[config.mk]
export PLATFORM = sky130hd
export DESIGN_NAME = bip_run_ctrl_flat
export DESIGN_NICKNAME = d
export VERILOG_FILES = /design/src/rtl/bip_run_ctrl_if.sv /design/src/rtl/bip_run_ctrl.sv /design/src/flat_wrapper.sv
export SDC_FILE = /design/constraint.sdc
export NUM_CORES = 1
export LEC_CHECK = 0
export CAP_MARGIN = 25
export CORE_ASPECT_RATIO = 1.5
export CORE_UTILIZATION = 45
export DETAILED_ROUTE_END_ITERATION = 10
export PLACE_DENSITY = 0.72
export SYNTH_ARGS = -nofsm -noshare
export SYNTH_HDL_FRONTEND = slang
export SYNTH_SLANG_ARGS = --single-unit
export TNS_END_PERCENT = 20
[constraint.sdc]
create_clock -name i_clock -period 6.3 [get_ports i_clock]
set_input_delay 1.26 -clock i_clock [delete_from_list [all_inputs] [get_ports i_clock]]
set_output_delay 1.26 -clock i_clock [all_outputs]
set_load 0.005 [all_outputs]
[src/rtl/bip_run_ctrl_if.sv]
// Host-side bundle for bip_run_ctrl: run-control pulses, CPU observation, status outputs.
interface bip_run_ctrl_if #(
    parameter int unsigned BITS     = 16,
    parameter int unsigned CNT_BITS = 32
);
    logic                i_start;
    logic                i_abort;
    logic                i_clear;
    logic                i_step_mode;
    logic                i_step;
    logic                i_halt;
    logic [BITS-1:0]     i_data;
    logic                o_cpu_reset;
    logic                o_cpu_enable;
    logic                o_busy;
    logic                o_done;
    logic                o_timeout;
    logic [CNT_BITS-1:0] o_cycles;
    logic [BITS-1:0]     o_result;

    // Host side: drives control pulses and CPU flags, observes status
    modport master (
        output i_start, i_abort, i_clear, i_step_mode, i_step, i_halt, i_data,
        input  o_cpu_reset, o_cpu_enable, o_busy, o_done, o_timeout, o_cycles, o_result
    );

    // Controller side
    modport slave (
        input  i_start, i_abort, i_clear, i_step_mode, i_step, i_halt, i_data,
        output o_cpu_reset, o_cpu_enable, o_busy, o_done, o_timeout, o_cycles, o_result
    );
endinterface

[src/rtl/bip_run_ctrl.sv]
// Run-control and result-capture unit for the BIP CPU: reset window, free/step run,
// enabled-cycle counting, halt capture and cycle timeout.
module bip_run_ctrl #(
    parameter int unsigned BITS       = 16,
    parameter int unsigned CNT_BITS   = 32,
    parameter int unsigned RST_CYCLES = 4,
    parameter int unsigned TIMEOUT    = 250000
) (
    input  logic          i_clock,
    input  logic          i_reset,
    bip_run_ctrl_if.slave io_bus
);
    localparam int unsigned          RC_W    = $clog2(RST_CYCLES + 1);
    localparam logic [CNT_BITS-1:0]  TMO_VAL = CNT_BITS'(TIMEOUT);
    localparam bit                   TMO_EN  = (TIMEOUT != 0);

    typedef enum logic [2:0] {
        S_IDLE,
        S_RESET,
        S_RUN,
        S_DONE,
        S_TMO
    } state_t;

    state_t              r_state,      w_state;
    logic [RC_W-1:0]     r_rst_cnt,    w_rst_cnt;
    logic                r_step_mode,  w_step_mode;
    logic                r_cpu_reset,  w_cpu_reset;
    logic                r_cpu_enable, w_cpu_enable;
    logic                r_busy,       w_busy;
    logic                r_done,       w_done;
    logic                r_timeout,    w_timeout;
    logic [CNT_BITS-1:0] r_cycles,     w_cycles;
    logic [BITS-1:0]     r_result,     w_result;
    logic                w_limit;

    // State and output registers
    always_ff @(posedge i_clock or negedge i_reset) begin
        if (!i_reset) begin
            r_state      <= S_IDLE;
            r_rst_cnt    <= '0;
            r_step_mode  <= 1'b0;
            r_cpu_reset  <= 1'b1;
            r_cpu_enable <= 1'b0;
            r_busy       <= 1'b0;
            r_done       <= 1'b0;
            r_timeout    <= 1'b0;
            r_cycles     <= '0;
            r_result     <= '0;
        end else begin
            r_state      <= w_state;
            r_rst_cnt    <= w_rst_cnt;
            r_step_mode  <= w_step_mode;
            r_cpu_reset  <= w_cpu_reset;
            r_cpu_enable <= w_cpu_enable;
            r_busy       <= w_busy;
            r_done       <= w_done;
            r_timeout    <= w_timeout;
            r_cycles     <= w_cycles;
            r_result     <= w_result;
        end
    end

    // Next-state and next-output logic; pulse priority abort > start > clear > step
    always_comb begin
        w_state      = r_state;
        w_rst_cnt    = r_rst_cnt;
        w_step_mode  = r_step_mode;
        w_cpu_enable = 1'b0;
        w_done       = r_done;
        w_timeout    = r_timeout;
        w_result     = r_result;
        // every enabled CPU cycle is counted, saturating at all-ones
        w_cycles     = (r_cpu_enable && (r_cycles != '1)) ? r_cycles + CNT_BITS'(1) : r_cycles;
        // no further enable once the count reaches the limit; the limit itself is acted on next cycle
        w_limit      = TMO_EN && (w_cycles == TMO_VAL);

        case (r_state)
            S_IDLE: begin
                if (io_bus.i_start) begin
                    w_state = S_RESET;
                end
            end
            S_RESET: begin
                if (io_bus.i_abort) begin
                    w_state = S_IDLE;
                end else if (!io_bus.i_start) begin
                    w_step_mode = io_bus.i_step_mode;
                    w_rst_cnt   = r_rst_cnt - RC_W'(1);
                    if (w_rst_cnt == '0) begin
                        w_state      = S_RUN;
                        w_cpu_enable = !io_bus.i_step_mode;
                    end
                end
            end
            S_RUN: begin
                if (io_bus.i_abort) begin
                    w_state = S_IDLE;
                end else if (io_bus.i_start) begin
                    w_state = S_RESET;
                end else if (io_bus.i_halt) begin
                    w_state  = S_DONE;
                    w_done   = 1'b1;
                    w_result = io_bus.i_data;
                end else if (TMO_EN && (r_cycles == TMO_VAL)) begin
                    w_state   = S_TMO;
                    w_timeout = 1'b1;
                end else if (r_step_mode) begin
                    w_cpu_enable = io_bus.i_step && !r_cpu_enable && !w_limit;
                end else begin
                    w_cpu_enable = !w_limit;
                end
            end
            S_DONE, S_TMO: begin
                if (io_bus.i_start) begin
                    w_state = S_RESET;
                end else if (io_bus.i_clear) begin
                    w_state   = S_IDLE;
                    w_done    = 1'b0;
                    w_timeout = 1'b0;
                end
            end
            default: begin
                w_state = S_IDLE;
            end
        endcase

        // a start accepted in any state opens a fresh reset window with cleared run status
        if (io_bus.i_start && !(io_bus.i_abort && (r_state == S_RESET || r_state == S_RUN))) begin
            w_state      = S_RESET;
            w_rst_cnt    = RC_W'(RST_CYCLES);
            w_cycles     = '0;
            w_done       = 1'b0;
            w_timeout    = 1'b0;
            w_cpu_enable = 1'b0;
        end

        w_cpu_reset = (w_state == S_IDLE) || (w_state == S_RESET);
        w_busy      = (w_state == S_RESET) || (w_state == S_RUN);
    end

    assign io_bus.o_cpu_reset  = r_cpu_reset;
    assign io_bus.o_cpu_enable = r_cpu_enable;
    assign io_bus.o_busy       = r_busy;
    assign io_bus.o_done       = r_done;
    assign io_bus.o_timeout    = r_timeout;
    assign io_bus.o_cycles     = r_cycles;
    assign io_bus.o_result     = r_result;
endmodule

[src/flat_wrapper.sv]
// flat-port wrapper written by rule: the top's interface ports become plain ports
module bip_run_ctrl_flat 
#(
    parameter int unsigned BITS       = 16,
    parameter int unsigned CNT_BITS   = 32,
    parameter int unsigned RST_CYCLES = 4,
    parameter int unsigned TIMEOUT    = 250000
)
  (i_clock, i_reset, io_bus_i_start, io_bus_i_abort, io_bus_i_clear, io_bus_i_step_mode, io_bus_i_step, io_bus_i_halt, io_bus_i_data, io_bus_o_cpu_reset, io_bus_o_cpu_enable, io_bus_o_busy, io_bus_o_done, io_bus_o_timeout, io_bus_o_cycles, io_bus_o_result);
  bip_run_ctrl_if #(.BITS(BITS), .CNT_BITS(CNT_BITS)) io_bus_i ();
  input  logic i_clock;
  input  logic i_reset;
  input wire logic [$bits(io_bus_i.i_start)-1:0] io_bus_i_start;
  input wire logic [$bits(io_bus_i.i_abort)-1:0] io_bus_i_abort;
  input wire logic [$bits(io_bus_i.i_clear)-1:0] io_bus_i_clear;
  input wire logic [$bits(io_bus_i.i_step_mode)-1:0] io_bus_i_step_mode;
  input wire logic [$bits(io_bus_i.i_step)-1:0] io_bus_i_step;
  input wire logic [$bits(io_bus_i.i_halt)-1:0] io_bus_i_halt;
  input wire logic [$bits(io_bus_i.i_data)-1:0] io_bus_i_data;
  output wire logic [$bits(io_bus_i.o_cpu_reset)-1:0] io_bus_o_cpu_reset;
  output wire logic [$bits(io_bus_i.o_cpu_enable)-1:0] io_bus_o_cpu_enable;
  output wire logic [$bits(io_bus_i.o_busy)-1:0] io_bus_o_busy;
  output wire logic [$bits(io_bus_i.o_done)-1:0] io_bus_o_done;
  output wire logic [$bits(io_bus_i.o_timeout)-1:0] io_bus_o_timeout;
  output wire logic [$bits(io_bus_i.o_cycles)-1:0] io_bus_o_cycles;
  output wire logic [$bits(io_bus_i.o_result)-1:0] io_bus_o_result;
  assign io_bus_i.i_start = io_bus_i_start;
  assign io_bus_i.i_abort = io_bus_i_abort;
  assign io_bus_i.i_clear = io_bus_i_clear;
  assign io_bus_i.i_step_mode = io_bus_i_step_mode;
  assign io_bus_i.i_step = io_bus_i_step;
  assign io_bus_i.i_halt = io_bus_i_halt;
  assign io_bus_i.i_data = io_bus_i_data;
  assign io_bus_o_cpu_reset = io_bus_i.o_cpu_reset;
  assign io_bus_o_cpu_enable = io_bus_i.o_cpu_enable;
  assign io_bus_o_busy = io_bus_i.o_busy;
  assign io_bus_o_done = io_bus_i.o_done;
  assign io_bus_o_timeout = io_bus_i.o_timeout;
  assign io_bus_o_cycles = io_bus_i.o_cycles;
  assign io_bus_o_result = io_bus_i.o_result;
  bip_run_ctrl #(.BITS(BITS), .CNT_BITS(CNT_BITS), .RST_CYCLES(RST_CYCLES), .TIMEOUT(TIMEOUT)) u_core (.i_clock(i_clock), .i_reset(i_reset), .io_bus(io_bus_i));
endmodule
==> results.sh <==
export IMPL_outcome="finished clean"
export IMPL_hold_path_startpoint="u_core.r_step_mode"
export IMPL_drv_max_cap_violation_count=0
export IMPL_synthMostInstantiatedCell="dfrtp_1"
export IMPL_instances_no_fill=549
export IMPL_worstSetupEndpointType="flop"
export IMPL_synthesis_nets=407
export IMPL_power_density_mw_per_mm2=219
export IMPL_yosys_most_used_dff="dfrtp_1"
export IMPL_yosys_area_top_type_share=0.398
export IMPL_routedWlPerCell_um=17.0
export IMPL_global_route_wire_length_before_repair_mm=15.3
export IMPL_path_max_fanout=17
export IMPL_routabilityCongestion=0.962
export IMPL_reg2reg_from="u_core.io_bus.o_cycles[0]"
export IMPL_clk_transition_reported_paths_ps=50
export IMPL_clock_sinks=60
export IMPL_synth_seq_cells=60
export IMPL_synth_edff_count=0
export IMPL_yosys_area_top_type="dfrtp_1"
export IMPL_seq_power_share=0.402
export IMPL_min_delay_path_depth=2
export IMPL_pwr_total_w=0.00103
export IMPL_floorplan_core_area_mm2=0.00801
export IMPL_fin_skew_ps=7.06
export IMPL_synth_lib_cells_used_distinct=62
export IMPL_power_switching_w=0.000232
export IMPL_route_final_wire_length_mm=9.31
export IMPL_nets=467
export IMPL_synthesized_netlist_cell_count=379
export IMPL_required_ps=6510
export IMPL_globalRouteOverflowTotal=0
export IMPL_design_die_area_mm2=0.00862
export IMPL_timing_final_setup_violations=0
export IMPL_worst_r2r_path_depth=9
export IMPL_initial_utilization=0.463
export IMPL_timing_fmax_ghz=0.317
export IMPL_drt_initial_drc_count=152
export IMPL_worstSkewPairLatency_ps=330
export IMPL_worst_slew_margin_rel=0.481
export IMPL_hold_end="u_core.r_step_mode"
export IMPL_async_flop_share=1.00
export IMPL_first_pass_iters=4
export IMPL_timing_reg2reg_setup_slack_ps=3500
export IMPL_cell_internal_pwr_w=0.000798
export IMPL_initial_antenna_violation_count=0
export IMPL_final_antenna_net_count=0
export IMPL_number_of_buffers_added_by_the_clock_tree_synthesis_step=9
export IMPL_timing_max_transition_violations_final=0
export IMPL_postCtsSetupBuffers=0
export IMPL_synth_top_cells_by_area="dfrtp_1 40%, xor2_1 5.2%, mux2_2 5.2%, nor2_1 4.8%, xnor2_1 4.5%"
export IMPL_clock_tree_buffer_depth=2
export IMPL_timing_setup_tns_ps=0
export IMPL_num_io_pins=77
export IMPL_mappedNetlistArea_mm2=0.00371
export IMPL_detail_route_vias_per_cell=5.72
export IMPL_synth_avg_cell_area_um2=9.79
export IMPL_detailedPlacementHpwl_mm=6.63
export IMPL_hp_class="reg -> reg"
export IMPL_cts_hold_buffers_added=0
export IMPL_rsz0062_at_grt="no"
export IMPL_layout_area_overhead_vs_synth_pct=27.0
export IMPL_hold_ws_ps=489
export IMPL_floorplan_die_width_um=76.1
export IMPL_first_global_vias=3069
export IMPL_chipHeight_um=113
export IMPL_yosysWarnings=0
export IMPL_num_antenna_cells=0
export IMPL_globalRouteTotalUtil=0.226
export IMPL_sequential_fraction_of_the_synthesis_area=0.405
export IMPL_worst_pin_slew_ps=779
export IMPL_worst_setup_path_type="in -> reg"
export IMPL_cts_repair_resized=0
export IMPL_timing_rr_end="u_core.io_bus.o_cpu_enable"
export IMPL_min_period_ps=3150
export IMPL_vdd_ir_drop_max_uv=131
export IMPL_timing_hold_violations_final=0
export IMPL_timing_critical_path_from_type="primary input"
export IMPL_worstPathArrival_ps=3360
export IMPL_static_leakage_power_nw=2.00
export IMPL_combPwrFrac=0.091
export IMPL_count_of_unresolved_drc_violations_after_routing=0
export IMPL_clk_root_buffer_cell="clkbuf_16"
export IMPL_row_count=40
export IMPL_final_layout_size_suffix_gt1_frac=0.117
export IMPL_htreeDepth=3
export IMPL_swShare=0.225
export IMPL_clock_power_share=0.507
export IMPL_finalCritPeriodShare=0.500
export IMPL_commonest_cells_in_the_synthesized_netlist="59 x dfrtp_1, 47 x nor2_1, 22 x xor2_1, 20 x nand2_1, 19 x xnor2_1"
export IMPL_grt_max_degree=61
export IMPL_via_count=3138
export IMPL_dpl_cell_count=533
export IMPL_cts_tree="yes"
export IMPL_numPortBuffers=76
## cell families after synthesis
group / synth area share
AO/OA/AOI/OAI: 0.0769
XOR/XNOR: 0.0968
adder cells (fa/ha/maj): 0.0135
buffers and inverters: 0.0664
flip-flops: 0.405
multiplexers: 0.0654
AND/OR/NAND/NOR: 0.276
## state kept, by name, indices dropped and copies added (netlist names)
signal,count
u_core.io_bus.o_busy,1
u_core.io_bus.o_timeout,1
u_core.io_bus.o_done,1
u_core.r_step_mode,1
u_core.r_rst_cnt,3
u_core.r_state,3
u_core.io_bus.o_cpu_enable,1
u_core.io_bus.o_cpu_reset,1
u_core.io_bus.o_cycles,32
u_core.io_bus.o_result,16
## per-layer routing
metal / part of all wire / up-vias / track usage / wire (µm)
met4: 0.027 / 0 / 0.105 / 252
met1: 0.41 / 1566 / 0.261 / 3860
li1: - / 1459 / - / -
met3: 0.044 / 19 / 0.0435 / 410
met5: 0 / - / 0 / 0
met2: 0.51 / 94 / 0.404 / 4790
## worst max-delay path: stages
cell and delay, ps:
clkdlybuf4s50_1 570, nor3b_2 320, nand2_1 450, o21ai_0 230
a21oi_1 80, and2b_1 190, mux2_2 260
## cell type report
| cell class | instances | area [µm²] |
|---|---|---|
| Clock inverter | 6 | 88.8 |
| Sequential cell | 60 | 1500 |
| Timing Repair Buffer | 79 | 778 |
| Fill cell | 723 | 3290 |
| Tap cell | 105 | 131 |
| Inverter | 6 | 22.5 |
| Clock buffer | 10 | 229 |
| Multi-Input combinational cell | 283 | 1960 |
## worst max path at each step
stage | startpoint | end | slack (ps) | cells past startpoint
floorplan | io_bus_i_start | u_core.io_bus.o_result[0] | 3630 | 5
global placement | io_bus_i_start | u_core.io_bus.o_busy | 2860 | 7
detailed placement | io_bus_i_start | u_core.io_bus.o_busy | 2790 | 7
CTS | io_bus_i_start | u_core.io_bus.o_busy | 3140 | 7
global route | io_bus_i_start | u_core.io_bus.o_busy | 2930 | 7
finish | io_bus_i_start | u_core.io_bus.o_busy | 3150 | 7
## power groups by stage
stage	Clock (W)	Combinational, W	Sequential, W
3_3_place_gp	0	0.0000926	0.000420
6_report	0.000522	0.0000940	0.000414
3_5_place_dp	0	0.0000948	0.000421
5_1_grt	0.000549	0.000106	0.000417
4_1_cts	0.000531	0.0000959	0.000414
2_1_floorplan	0	0.0000466	0.000417
## metrics by stage
stage,area [µm²],setup WS (ps),util
2_1_floorplan,3710,3630,-
3_3_place_gp,4390,2860,0.548
3_5_place_dp,4400,2790,0.549
4_1_cts,4710,3140,0.589
5_1_grt,4710,2930,0.589
6_report,4710,3150,0.589
## placed cells by master (no fill, tap or decap), types with 2 or more instances in the layout
cell type	netlist	layout
buf_4	4	3
and2_1	5	5
a211oi_1	4	4
and3_1	8	8
mux2_2	17	17
and4_1	4	4
xnor2_1	19	19
nand2_1	20	20
nand3_1	17	17
and3_2	3	3
o21ai_0	8	8
nand4_1	18	18
nor4_1	4	4
clkdlybuf4s50_1	0	75
mux2i_1	4	4
nand2b_1	8	8
clkbuf_16	0	9
dfrtp_1	59	59
bufinv_16	0	2
or3_1	2	2
a41oi_1	2	2
nor2b_1	6	6
inv_1	6	6
nor4b_1	3	3
nor2_1	47	47
xor2_1	22	22
ha_1	4	4
a21oi_1	11	11
nor3_1	11	11
nor4_4	3	3
a31oi_1	3	3
o211ai_1	2	2
clkinvlp_4	0	2
Power figures use the tool's default switching activity.
